### src/rtl/arcade_input_cond.sv
// Input conditioner for the arcade core's control vector.
// Every bit is debounced. Bits selected by COIN_MASK then go through a coin
// FSM that turns each press into one pulse a fixed number of frames long.
// The block also applies the game's coin lockout and counts accepted coins.
module arcade_input_cond #(
    parameter int unsigned      NBITS       = 8,
    parameter logic [NBITS-1:0] COIN_MASK   = NBITS'(8'h04),
    parameter int unsigned      DEB_CYCLES  = 16,
    parameter int unsigned      COIN_FRAMES = 3,
    parameter int unsigned      GAP_FRAMES  = 2
) (
    input  logic             clk_sys,
    input  logic             reset_n,
    input  logic             ce_deb,
    input  logic             vblank,
    input  logic             coin_lockout,
    input  logic [NBITS-1:0] raw_in,
    output logic [NBITS-1:0] cond_out,
    output logic [7:0]       coin_count
);

    typedef enum logic [1:0] {
        StIdle,
        StPulse,
        StWaitRel,
        StGap
    } coin_st_e;

    localparam logic [7:0] DEB_LAST  = 8'(DEB_CYCLES - 1);
    localparam logic [3:0] COIN_LOAD = 4'(COIN_FRAMES);
    localparam logic [3:0] GAP_LOAD  = 4'(GAP_FRAMES);

    logic [NBITS-1:0] stable;
    logic [NBITS-1:0] stable_d;
    logic [7:0]       deb_cnt [NBITS];
    logic             vblank_d;
    logic             vb_edge;

    coin_st_e         coin_st  [NBITS];
    logic [3:0]       coin_cnt [NBITS];

    logic [NBITS-1:0] rise;
    logic [NBITS-1:0] enter;
    logic [7:0]       enter_cnt;

    // One tick per frame, taken at the start of vertical blank.
    assign vb_edge = vblank & ~vblank_d;

    // Per-bit debounce: stable follows raw only after DEB_CYCLES consecutive
    // ce_deb ticks of disagreement; one agreeing tick restarts the count.
    always_ff @(posedge clk_sys or negedge reset_n) begin
        if (!reset_n) begin
            stable   <= '0;
            stable_d <= '0;
            vblank_d <= 1'b0;
            for (int i = 0; i < NBITS; i++) begin
                deb_cnt[i] <= 8'd0;
            end
        end else begin
            stable_d <= stable;
            vblank_d <= vblank;
            if (ce_deb) begin
                for (int i = 0; i < NBITS; i++) begin
                    if (raw_in[i] != stable[i]) begin
                        if (deb_cnt[i] == DEB_LAST) begin
                            stable[i]  <= raw_in[i];
                            deb_cnt[i] <= 8'd0;
                        end else begin
                            deb_cnt[i] <= deb_cnt[i] + 8'd1;
                        end
                    end else begin
                        deb_cnt[i] <= 8'd0;
                    end
                end
            end
        end
    end

    // Coin channels arm only on a fresh stable rising edge; an edge that lands
    // under lockout or outside IDLE is lost, so a held coin never re-fires.
    always_comb begin
        rise      = stable & ~stable_d;
        enter     = '0;
        enter_cnt = 8'd0;
        for (int i = 0; i < NBITS; i++) begin
            enter[i]  = COIN_MASK[i] && (coin_st[i] == StIdle) && rise[i] && !coin_lockout;
            enter_cnt = enter_cnt + 8'(enter[i]);
        end
    end

    // Level bits follow stable one clock later; coin bits run the pulse FSM with
    // the output registered alongside the state so both change on the same edge.
    always_ff @(posedge clk_sys or negedge reset_n) begin
        if (!reset_n) begin
            cond_out <= '0;
            for (int i = 0; i < NBITS; i++) begin
                coin_st[i]  <= StIdle;
                coin_cnt[i] <= 4'd0;
            end
        end else begin
            for (int i = 0; i < NBITS; i++) begin
                if (!COIN_MASK[i]) begin
                    cond_out[i] <= stable[i];
                end else begin
                    unique case (coin_st[i])
                        StIdle: begin
                            if (enter[i]) begin
                                coin_st[i]  <= StPulse;
                                coin_cnt[i] <= COIN_LOAD;
                                cond_out[i] <= 1'b1;
                            end
                        end
                        StPulse: begin
                            // Lockout and stable changes are ignored here so the
                            // pulse length is always COIN_FRAMES.
                            if (vb_edge) begin
                                coin_cnt[i] <= coin_cnt[i] - 4'd1;
                                if (coin_cnt[i] == 4'd1) begin
                                    coin_st[i]  <= StWaitRel;
                                    cond_out[i] <= 1'b0;
                                end
                            end
                        end
                        StWaitRel: begin
                            if (!stable[i]) begin
                                if (GAP_FRAMES == 0) begin
                                    coin_st[i] <= StIdle;
                                end else begin
                                    coin_st[i]  <= StGap;
                                    coin_cnt[i] <= GAP_LOAD;
                                end
                            end
                        end
                        StGap: begin
                            if (vb_edge) begin
                                coin_cnt[i] <= coin_cnt[i] - 4'd1;
                                if (coin_cnt[i] == 4'd1) begin
                                    coin_st[i] <= StIdle;
                                end
                            end
                        end
                        default: begin
                            coin_st[i]  <= StIdle;
                            cond_out[i] <= 1'b0;
                        end
                    endcase
                end
            end
        end
    end

    // Accepted-coin counter; wraps naturally at 8 bits.
    always_ff @(posedge clk_sys or negedge reset_n) begin
        if (!reset_n) begin
            coin_count <= 8'd0;
        end else begin
            coin_count <= coin_count + enter_cnt;
        end
    end

endmodule

### config.mk
export PLATFORM = sky130hd
export DESIGN_NAME = arcade_input_cond
export DESIGN_NICKNAME = d
export VERILOG_FILES = /design/src/rtl/arcade_input_cond.sv
export SDC_FILE = /design/constraint.sdc
export NUM_CORES = 1
export LEC_CHECK = 0
export CORE_MARGIN = 4
export CORE_UTILIZATION = 45
export DETAILED_ROUTE_END_ITERATION = 7
export SYNTH_ARGS = -nofsm -noshare
export SYNTH_HDL_FRONTEND = slang
export SYNTH_SLANG_ARGS = --single-unit
### constraint.sdc
create_clock -name clk_sys -period 5.1 [get_ports clk_sys]
set_clock_uncertainty 0.2 [all_clocks]
set_input_delay 0.765 -clock clk_sys [delete_from_list [all_inputs] [get_ports clk_sys]]
set_output_delay 0.765 -clock clk_sys [all_outputs]
set_load 0.02 [all_outputs]
==> results of run 1 <==
-- synth_stat cells (all sizes together), types with 6 or more instances --
master | count | area (um^2)
and3 | 7 | 43.8
xnor2 | 29 | 254
or4 | 7 | 52.6
mux2 | 9 | 101
nand3 | 35 | 175
xor2 | 10 | 87.6
ha | 17 | 213
nor3 | 13 | 65.1
clkbuf | 12 | 45.0
nor2 | 45 | 169
dfrtp | 96 | 2400
nand4 | 7 | 43.8
and2 | 6 | 37.5
o2bb2ai | 9 | 78.8
o31ai | 7 | 52.6
nand2 | 51 | 191
inv | 16 | 60.1
mux2i | 9 | 90.1
o21ai | 31 | 155
a22o | 7 | 62.6
-- worst max-delay path: stages --
cell and delay, ps:
buf_2 510, clkinv_1 430, a211oi_1 810, a41oi_1 220
a31oi_1 170
-- per-stage QoR --
step	power [mW]	utilization, %	cell area, um^2	cells	hold slack [ps]
final	1.63	51.5	5320	642	220
after global routing	1.75	51.5	5320	642	232
after CTS	1.66	51.5	5320	642	223
after detailed placement	1.23	50.1	5170	627	206
after global placement	1.22	50.1	5170	627	198
after floorplan	1.13	-	4770	474	188
-- flip-flops by register name, indices dropped and copies added, names as in the netlist --
| signal | flops |
|---|---|
| coin_st | 2 |
| coin_count | 8 |
| coin_cnt | 4 |
| vblank_d | 1 |
| stable_d | 3 |
| deb_cnt | 64 |
| stable | 8 |
| cond_out | 6 |
-- routing by layer --
| metal | track usage, % | share of wire, % |
|---|---|---|
| met1 | 18.5 | 48 |
| met2 | 23.5 | 46 |
| met3 | 4.91 | 3.8 |
| met4 | 4.93 | 1.4 |
| met5 | 0 | 0 |
-- layout make-up --
| class | count | share of cell area [%] |
|---|---|---|
| Sequential cell | 96 | 45.2 |
| Multi-Input combinational cell | 347 | 42.1 |
| Timing Repair Buffer | 31 | 5.55 |
| Tap cell | 136 | 3.20 |
| Clock buffer | 14 | 2.68 |
| Inverter | 17 | 1.20 |
| Clock inverter | 1 | 0.0941 |
-- power groups by stage --
stage | Sequential, mW | Combinational, mW | Clock, mW
after floorplan | 0.889 | 0.239 | 0
after global placement | 0.896 | 0.320 | 0
after detailed placement | 0.899 | 0.329 | 0
after CTS | 0.884 | 0.330 | 0.445
after global routing | 0.897 | 0.377 | 0.478
final | 0.884 | 0.325 | 0.416
-- cell families (layout without fill, tap and decap cells) --
| kind of cell | Yosys count | in the layout | synth area share, % |
|---|---|---|---|
| compound gates | 83 | 83 | 12.2 |
| flops | 96 | 96 | 50.4 |
| mux | 18 | 18 | 4.02 |
| xor+xnor | 39 | 39 | 7.17 |
| buf+inv | 31 | 63 | 2.60 |
| simple gates | 190 | 190 | 19.2 |
| fa+ha+maj | 17 | 17 | 4.46 |
-- worst max path at each step --
stage | startpoint | end | slack (ps) | cells after the start
finish | ce_deb | deb_cnt[37] | 2280 | 5
global route | ce_deb | deb_cnt[37] | 2030 | 5
CTS | ce_deb | deb_cnt[37] | 2280 | 5
detailed placement | ce_deb | deb_cnt[37] | 1860 | 5
global placement | ce_deb | deb_cnt[37] | 1990 | 5
floorplan | coin_lockout | coin_count[6] | 2800 | 7
==> impl_metrics.yaml, run 1 <==
clock_tree:
  clock_path_buffers: 2
  cts_resized: 0
  cts-root-buf: "clkbuf_8"
  numCtsBuffers: 9
  post-cts-setup-buffer-count: 0
  h-tree-depth: 3
  clk_pin_slew_worst_paths_ps: 80
  clock_latency_ps: 370
  cts_tree: "yes"
  cts_sinks: 96
  postCtsHoldBufs: 0
cells_and_area:
  fillers: 922
  final_cell_mix: "96 x dfrtp_1, 51 x nand2_1, 45 x nor2_1"
  multi_input_area_um2: 2240
  register_area_um2: 2400
  n_antenna_cell: 0
  nNetsFinal: 532
  final_common_cell: "dfrtp_1"
  area_delta_synth_final_pct: 11.6
  drive_above_1_share_pct: 6.92
die:
  die_w_um: 111
  rows: 37
  io_pins: 29
  initial_utilization_pct: 46.2
  core_area_um2: 10300
  die-area_um2: 12300
  dieHeight_um: 111
yosys:
  yosysSeqAreaShare_pct: 50.4
  synth_nets: 504
  ys_ff_latch: 96
  synth_edf_count: 0
  yosys_most_used_dff: "dfrtp_1"
  async_flop_share_pct: 100
  yosys.cell_types.count: 46
  ys_warn_count: 0
  synth_cells: 474
  netlist_area_um2: 4770
  synth_area_per_cell_um2: 10.1
pwr:
  leakage_nw: 2.37
  seqPwrFrac_pct: 54.4
  vdd_drop_max_v: 0.000214
  p_clk_share_pct: 25.6
  power.share.switching_pct: 29.9
  p_comb_share_pct: 20.0
  powerDensity_nw_per_um2: 306
  internal_power_mw: 1.14
  power_switching_mw: 0.486
place:
  numPortBuffers: 28
  hpwl_um: 5700
  gp_congestion: 0.800
  preCtsSetupSlack_ps: 1860
global_routing:
  grt_start_max_net_pins: 72
  antenna_found_initial: 0
  overflow: 0
  track_usage_pct: 14.6
  grt_pass1_vias: 3269
  grt_pass1_wl_um: 15000
routing:
  drc: 0
  avgRoutedWirePerCell_um: 13.0
  drt_first_iter_violations: 163
  firstDrtPassIters: 4
  via_count: 3379
  viasPerCell: 5.26
  drt-total-wl_um: 8370
  antenna_left: 0
setup_path:
  reg2regPathDepth: 6
  criticalPathCategory: "in -> reg"
  cp_max_fo: 40
  cp.required_ps: 5200
  crit_arrival_ps: 2910
  rrSetupSlack_ps: 2770
  critPathLaunchType: "input pin"
  critPathCaptureType: "flip-flop"
  r2r-end: "coin_cnt[20]"
  r2r_start: "coin_st[11]"
sta:
  finalSetupViolCount: 0
  fmax_mhz: 355
  maxSlewViolCount: 0
  worst_slack_ps: 2280
  finalCritPeriodShare_pct: 55.2
  relSlewSlack_pct: 39.4
  max_slew.worst_pin.slew_ps: 904
  timing.final.crit_period_ps: 2820
  setup_tns_ps: 0
  finalHoldViolCount: 0
  rsz0062_at_grt: "no"
hold_path:
  hold_end: "cond_out[3]"
  hp-class: "reg -> reg"
  hp-start: "stable[3]"
  min_path_cells: 0
run:
  drv_cap: 0
status:
  outcome: "finished clean"
(Power assumes the default switching activity.)
==> run 2: changes to the inputs <==
Settings changed: PLACE_DENSITY from default to 0.66.
Clock period 5.1 ns to 2.26 ns, I/O delays scaled along.
==> impl_metrics.yaml, run 2 (synthesized netlist as in run 1, its figures left out) <==
status:
  outcome: "finished clean"
routing:
  via_count: 3486
  viasPerCell: 5.25
  antenna_left: 0
  drt_first_iter_violations: 130
  drc: 0
  firstDrtPassIters: 6
  drt-total-wl_um: 8270
  avgRoutedWirePerCell_um: 12.5
cells_and_area:
  n_antenna_cell: 0
  multi_input_area_um2: 2240
  top_regs: "deb_cnt x64, coin_count x8, stable x8"
  fin_area_um2: 5560
  regMostFlops: "deb_cnt"
  final_cell_mix: "96 x dfrtp_1, 51 x nand2_1, 45 x nor2_1"
  fillers: 911
  finalNonFillerCells: 664
  final_common_cell: "dfrtp_1"
  register_area_um2: 2400
  area_delta_synth_final_pct: 16.6
  largest_reg_flops: 64
  drive_above_1_share_pct: 11.6
  nNetsFinal: 554
sta:
  rsz0062_at_grt: "no"
  relSlewSlack_pct: 55.9
  holdWs_ps: 215
  max_slew.worst_pin.slew_ps: 661
  fmax_mhz: 460
  setup_tns_ps: 0
  maxSlewViolCount: 0
  finalCritPeriodShare_pct: 96.2
  finalSetupViolCount: 0
  finalHoldViolCount: 0
  timing.final.crit_period_ps: 2170
setup_path:
  crit_arrival_ps: 2230
  cp_max_fo: 6
  criticalPathCategory: "reg -> reg"
  critPathLaunchType: "flip-flop"
  cp.required_ps: 2310
  critPathCaptureType: "flip-flop"
global_routing:
  grt_pass1_vias: 3412
  grt_start_max_net_pins: 54
  overflow: 0
  track_usage_pct: 14.3
  antenna_found_initial: 0
  grt_pass1_wl_um: 14900
pwr:
  vdd_drop_max_v: 0.000380
  power.share.switching_pct: 29.8
  powerDensity_nw_per_um2: 704
  leakage_nw: 2.49
  internal_power_mw: 2.75
  power_switching_mw: 1.17
  p_comb_share_pct: 20.7
  p_clk_share_pct: 28.3
  seqPwrFrac_pct: 51.0
clock_tree:
  clock_path_buffers: 2
  cts_sinks: 96
  numCtsBuffers: 9
  clock_latency_ps: 360
  cts-root-buf: "clkbuf_8"
  h-tree-depth: 3
  postCtsHoldBufs: 1
  cts_resized: 0
  clk_pin_slew_worst_paths_ps: 90
  cts_tree: "yes"
  post-cts-setup-buffer-count: 0
place:
  hpwl_um: 5990
  placedCellCount: 648
  gp_congestion: 0.782
  place_area_um2: 5350
  numPortBuffers: 28
die:
  dieHeight_um: 111
  rows: 37
  die_w_um: 111
  core_area_um2: 10300
  io_pins: 29
  die-area_um2: 12300
  initial_utilization_pct: 46.2
run:
  drv_cap: 0
hold_path:
  hp-class: "reg -> reg"
## run 2: stage by stage
step	utilization [%]	total power [mW]	setup slack, ps
6_report	53.8	3.91	86.2
5_1_grt	53.8	4.17	5.89
4_1_cts	53.8	3.97	104
3_5_place_dp	51.9	2.84	-74.4
3_3_place_gp	51.9	2.81	-33.8
2_1_floorplan	-	2.55	125
## run 2: final timing paths
check	cells past startpoint	to	startpoint	slack (ps)
worst min register to register	0	cond_out[6]	stable[6]	220
worst max-delay path	7	coin_cnt[20]	coin_st[11]	90
min in group asynchronous	2	coin_count[7]	reset_n	360
worst max register to register	7	coin_cnt[20]	coin_st[11]	90
worst min-delay path	0	cond_out[6]	stable[6]	220
max in group asynchronous	3	deb_cnt[9]	reset_n	900
## run 2: layout make-up
cell class | instances | share of cell area, %
well taps | 136 | 3.06
inverters | 17 | 1.15
clock buffers | 9 | 2.23
flip-flops and latches | 96 | 43.2
repair buffers | 53 | 8.78
clock inverters | 6 | 1.24
multi-input cells | 347 | 40.3
## run 2: power by group through the flow
stage / registers [mW] / logic [mW] / clock network [mW]
2_1_floorplan: 2.01 / 0.539 / 0
3_3_place_gp: 2.02 / 0.789 / 0
3_5_place_dp: 2.03 / 0.818 / 0
4_1_cts: 1.99 / 0.819 / 1.16
5_1_grt: 2.02 / 0.920 / 1.23
6_report: 2.00 / 0.810 / 1.11
## run 2: per-layer routing
layer	up-vias	routed length, um	GRT usage [%]
met5	-	0	0
met4	0	134	6.32
met3	10	182	2.35
met2	30	3970	23.3
met1	1677	3990	18.8
li1	1769	-	-
## run 2: worst max-delay path, stage by stage (launching register included)
cell      delay (ps)
dfrtp_1          420
inv_1            100
ha_1             220
or2_2            340
a222oi_1         290
buf_4            190
o21ai_1           70
a22o_1           230
==> patch 1 (config.mk and constraints of run 2) <==
The parameter `NBITS` goes from 8 to 16.
--- a/src/rtl/arcade_input_cond.sv
+++ b/src/rtl/arcade_input_cond.sv
@@ -4,5 +4,5 @@
 // The block also applies the game's coin lockout and counts accepted coins.
 module arcade_input_cond #(
-    parameter int unsigned      NBITS       = 8,
+    parameter int unsigned      NBITS       = 16,
     parameter logic [NBITS-1:0] COIN_MASK   = NBITS'(8'h04),
     parameter int unsigned      DEB_CYCLES  = 16,
Ports: changed (resized cond_out and raw_in); port bits go from 29 to 45. No check against the original RTL was run, so the function may have changed too.
==> patch 1 against run 2 <==
Die area up 76%; largest cell class unchanged; worst setup slack better by 0.10 ns; sequential power up 80%; first-iteration DRC count increased by 74%; clock power grew to 2.6 times the old value; critical path type unchanged; wire length increased by 89%; final area rose by 83%; synthesized area is 82% higher; synthesized cell count is 83% higher; power is 91% higher; sequential cell count grew 80; critical endpoint is now coin_st[27].
==> patch 1: results (changes against run 2) <==
stage	metric	value	unit	change
critical_path	worstPathMaxFanout	5		-1
global_route	grt_pass1_wl	28270	µm	+89%
sta	hold_slack	0.1087	ns	-0.1066 ns
global_route	grt_max_degree	50		-7.4%
detailed_routing	drt-pass1-iter-count	4		-2
logic_synthesis	yosys-top-cells-area	dfrtp_1 (51%), xnor2_1 (5.8%), nand2_1 (4.7%)		
cts	cts_root_buf	clkbuf_16		
critical_path	crit_family	flip-flops		
pwr	p_comb	956	µW	+18%
global_route	grt.total_usage	15.46	%	+1.2 points
detailed_routing	routed-wl-met2	7006	µm	+77%
placement	globalplace.congestion	0.7770		-0.66%
sta	min_period_over_period	91.67	%	-4.5 points
logic_synthesis	synth_cell_type_count	50		+8.7%
global_route	grt_use_met3	3.825	%	+1.5 points
pwr	clkPwrFrac	39.1	%	+11 points
logic_synthesis	synth_fa_ha_area_share	3.599	%	-0.86 points
critical_path	cp_slowest_stage_delay	0.40	ns	-0.02 ns
detailed_routing	vias	6304		+81%
critical_path	timing.reg2reg.setup_slack	0.19	ns	+0.10 ns
pwr	peakVddDrop	0.5050	mV	+33%
logic_synthesis	ys_seq_area_share	50.67	%	+0.26 points
final_layout	reg.largest.list	deb_cnt: 128 flops, stable: 16 flops, cond_out: 14 flops		
logic_synthesis	synthMuxAreaShare	4.160	%	+0.14 points
sta	slew_headroom	60.93	%	+5.0 points
logic_synthesis	synth_common_cells	dfrtp_1 (176), nand2_1 (108), nor2_1 (91)		
cts	cts.clk_slew.worst_paths	0.07	ns	-0.02 ns
pwr	power_leakage	0.004471	µW	+79%
detailed_routing	wl_met3	537	µm	+200%
placement	dp.final_hpwl	10740	µm	+79%
cts	clock_latency	0.43	ns	+0.07 ns
global_route	first_global_vias	6181		+81%
detailed_routing	finalWirelength	15650	µm	+89%
status	status	finished, final reports clean		
critical_path	r2r_end	coin_st[27]		
placement	dp_slack	-0.03295	ns	+0.04149 ns
cts	cts-buffers-inserted	17		+8
global_route	grtUsageMet2	24.20	%	+0.94 points
critical_path	r2r_start	coin_st[27]		
critical_path	reg2reg_depth	6		-1
detailed_routing	wl_met1	7938	µm	+99%
global_route	grt.met1_usage	21.38	%	+2.6 points
logic_synthesis	synth_xor_xnor_area_share	7.557	%	+0.39 points
final_layout	layout-drive-gt1-share	10.57	%	-0.98 points
final_layout	nets	979		+77%
hold_path	hp-start	ce_deb		
logic_synthesis	synth_compound_area_share	11.16	%	-1.0 points
logic_synthesis	synth_fp_nets	915		+82%
detailed_routing	first_iter_violations	226		+74%
critical_path	cp.arrival	2.19	ns	-0.04 ns
hold_path	whs_endpoint	deb_cnt[97]		
pwr	switching_share	26.92	%	-2.9 points
placement	io_buffer_count	44		+57%
pwr	p_per_area	733.0	mW/mm²	+4.1%
[patch 1: how the worst max path moves through the flow]
stage | end | startpoint | cells past startpoint
CTS | coin_cnt[52] | coin_st[26] | 6
global route | coin_count[7] | coin_st[26] | 8
detailed placement | coin_count[6] | coin_lockout | 8
global placement | coin_count[6] | coin_lockout | 8
finish | coin_st[27] | coin_st[27] | 6
floorplan | coin_count[7] | coin_st[26] | 8
[patch 1: final cells by class]
type,count,area (µm²),share of cell area [%]
clock buffer,22,494.2,4.855
multi-input combinational,639,4046,39.75
clock inverter,10,101.3,0.9956
timing repair buffer,70,699.4,6.871
inverter,29,108.9,1.069
sequential,176,4404,43.26
tap,260,325.3,3.196
[patch 1: logic make-up (layout without fill, tap and decap cells)]
logic type | Yosys count | count (layout)
and+or+nand+nor | 367 | 367
DFF | 176 | 176
AOI/OAI and AO/OA | 138 | 138
xor gates and xnor gates | 75 | 75
buffers and inverters | 54 | 131
muxes | 34 | 34
adders and majority gates | 25 | 25
==> patch 2 (settings of run 2) <==
Made on the original files. Make the reset (`reset_n`) synchronous in 3 clocked blocks.
--- a/src/rtl/arcade_input_cond.sv
+++ b/src/rtl/arcade_input_cond.sv
@@ -49,5 +49,5 @@
     // Per-bit debounce: stable follows raw only after DEB_CYCLES consecutive
     // ce_deb ticks of disagreement; one agreeing tick restarts the count.
-    always_ff @(posedge clk_sys or negedge reset_n) begin
+    always_ff @(posedge clk_sys) begin
         if (!reset_n) begin
             stable   <= '0;
@@ -91,5 +91,5 @@
     // Level bits follow stable one clock later; coin bits run the pulse FSM with
     // the output registered alongside the state so both change on the same edge.
-    always_ff @(posedge clk_sys or negedge reset_n) begin
+    always_ff @(posedge clk_sys) begin
         if (!reset_n) begin
             cond_out <= '0;
@@ -151,5 +151,5 @@
 
     // Accepted-coin counter; wraps naturally at 8 bits.
-    always_ff @(posedge clk_sys or negedge reset_n) begin
+    always_ff @(posedge clk_sys) begin
         if (!reset_n) begin
             coin_count <= 8'd0;
Formal check against the unedited RTL: same outputs for any inputs over 10 cycles, from zero or initial values and one cycle with reset_n low; that may be too few to reach the edited logic, so the function may still have changed.
==> patch 2 against run 2 <==
Wire length up 2.7%; largest cell class unchanged; final area is 2.2% lower; highest routed layer unchanged; cell count decreased by 6.5%; synthesized area fell by 1.3%; count of clock-buffer cells in the layout is 1 higher; sequential cell count did not move; critical path type unchanged; worst setup slack gained 0.16 ns.
Power is not compared: it rests on default switching activity, and its combinational part moved more than twofold at a synthesized area within 25%.
==> patch 2: results (changes against run 2) <==
stage	metric	value	unit	change
detailed_routing	drt-pass1-iter-count	4		-2
logic_synthesis	synth_cells	438		-7.6%
placement	globalplace.congestion	0.7538		-3.6%
critical_path	worstPathMaxFanout	5		-1
final_layout	nets	505		-8.8%
detailed_routing	wl_per_cell	13.67	µm	+9.8%
global_route	grt_max_degree	34		-37%
logic_synthesis	synth_cell_type_count	43		-6.5%
critical_path	reg2reg_depth	3		-4
detailed_routing	via_per_inst	5.414		+3.1%
placement	dp.final_hpwl	6101	µm	+1.8%
sta	slew_headroom	75.34	%	+19 points
sta	min_period_over_period	88.90	%	-7.3 points
final_layout	layout-drive-gt1-share	9.072	%	-2.5 points
logic_synthesis	async_reset_ff_share	0	%	-100 points
global_route	grt.total_usage	15.20	%	+0.91 points
critical_path	timing.reg2reg.setup_slack	0.25	ns	+0.16 ns
logic_synthesis	synth_fa_ha_area_share	3.191	%	-1.3 points
logic_synthesis	synth_fp_nets	463		-8.1%
logic_synthesis	synth_compound_area_share	13.32	%	+1.1 points
status	status	finished, final reports clean		
hold_path	hp-start	cond_out[2]		
logic_synthesis	yosysMostFrequentCell	edfxtp_1		
critical_path	cp.arrival	1.86	ns	-0.37 ns
critical_path	cp-endpoint	coin_cnt[2][2]		
hold_path	whs_endpoint	cond_out[2]		
logic_synthesis	synth_edf_count	70		+70
final_layout	fin_cells	621		-6.5%
critical_path	crit_family	simple AND/OR/NAND/NOR gates		
hold_path	holdPathStages	2		+2
logic_synthesis	synth_xor_xnor_area_share	4.653	%	-2.5 points
logic_synthesis	ys_seq_area_share	55.73	%	+5.3 points
critical_path	r2r_end	coin_cnt[2][2]		
placement	dp.cells	605		-6.6%
detailed_routing	first_iter_violations	209		+61%
-- patch 2: what timing repair did --
action	in CTS	in global routing
hold buffers	0	0
gates resized for setup	0	1
endpoints found under the setup margin	0	3
-- patch 2: area by class of cell --
cell class | instances | area (µm²)
inverters | 20 | 75.07
well taps | 136 | 170.2
multi-input cells | 315 | 1972
clock inverters | 6 | 60.06
repair buffers | 38 | 405.4
fillers | 932 | 4845
clock buffers | 10 | 127.6
flip-flops and latches | 96 | 2623
-- patch 2: through the flow --
stage | utilization (%) | instance area, µm² | setup TNS [ns] | power (µW) | setup slack, ns
after detailed placement | 50.97 | 5239 | -0.2011 | 2349 | -0.08262
after CTS | 52.80 | 5426 | 0 | 3434 | 0.1470
after floorplan | - | 4713 | 0 | 2243 | 0.2338
final | 52.86 | 5433 | 0 | 3393 | 0.2508
after global placement | 50.97 | 5239 | -0.04062 | 2338 | -0.02081
after global routing | 52.86 | 5433 | 0 | 3547 | 0.1256
-- patch 2: power by group through the flow --
| stage | clock (µW) | sequential (µW) | combinational [µW] |
|---|---|---|---|
| 2_1_floorplan | 0 | 2060 | 179 |
| 3_3_place_gp | 0 | 2080 | 259 |
| 3_5_place_dp | 0 | 2080 | 267 |
| 4_1_cts | 1120 | 2040 | 269 |
| 5_1_grt | 1190 | 2060 | 299 |
| 6_report | 1080 | 2040 | 264 |
-- patch 2: kinds of logic after synthesis --
family	after synthesis
XOR/XNOR	25
AO/OA/AOI/OAI	100
adder cells (fa/ha/maj)	12
AND/OR/NAND/NOR	178
flip-flops	96
buffers and inverters	27
-- patch 2: metal layers --
layer	global-route usage, %	share of wire (%)
met5	0	0
met4	6.157	1.1
met3	2.563	2.7
met2	25.04	48
met1	19.97	48
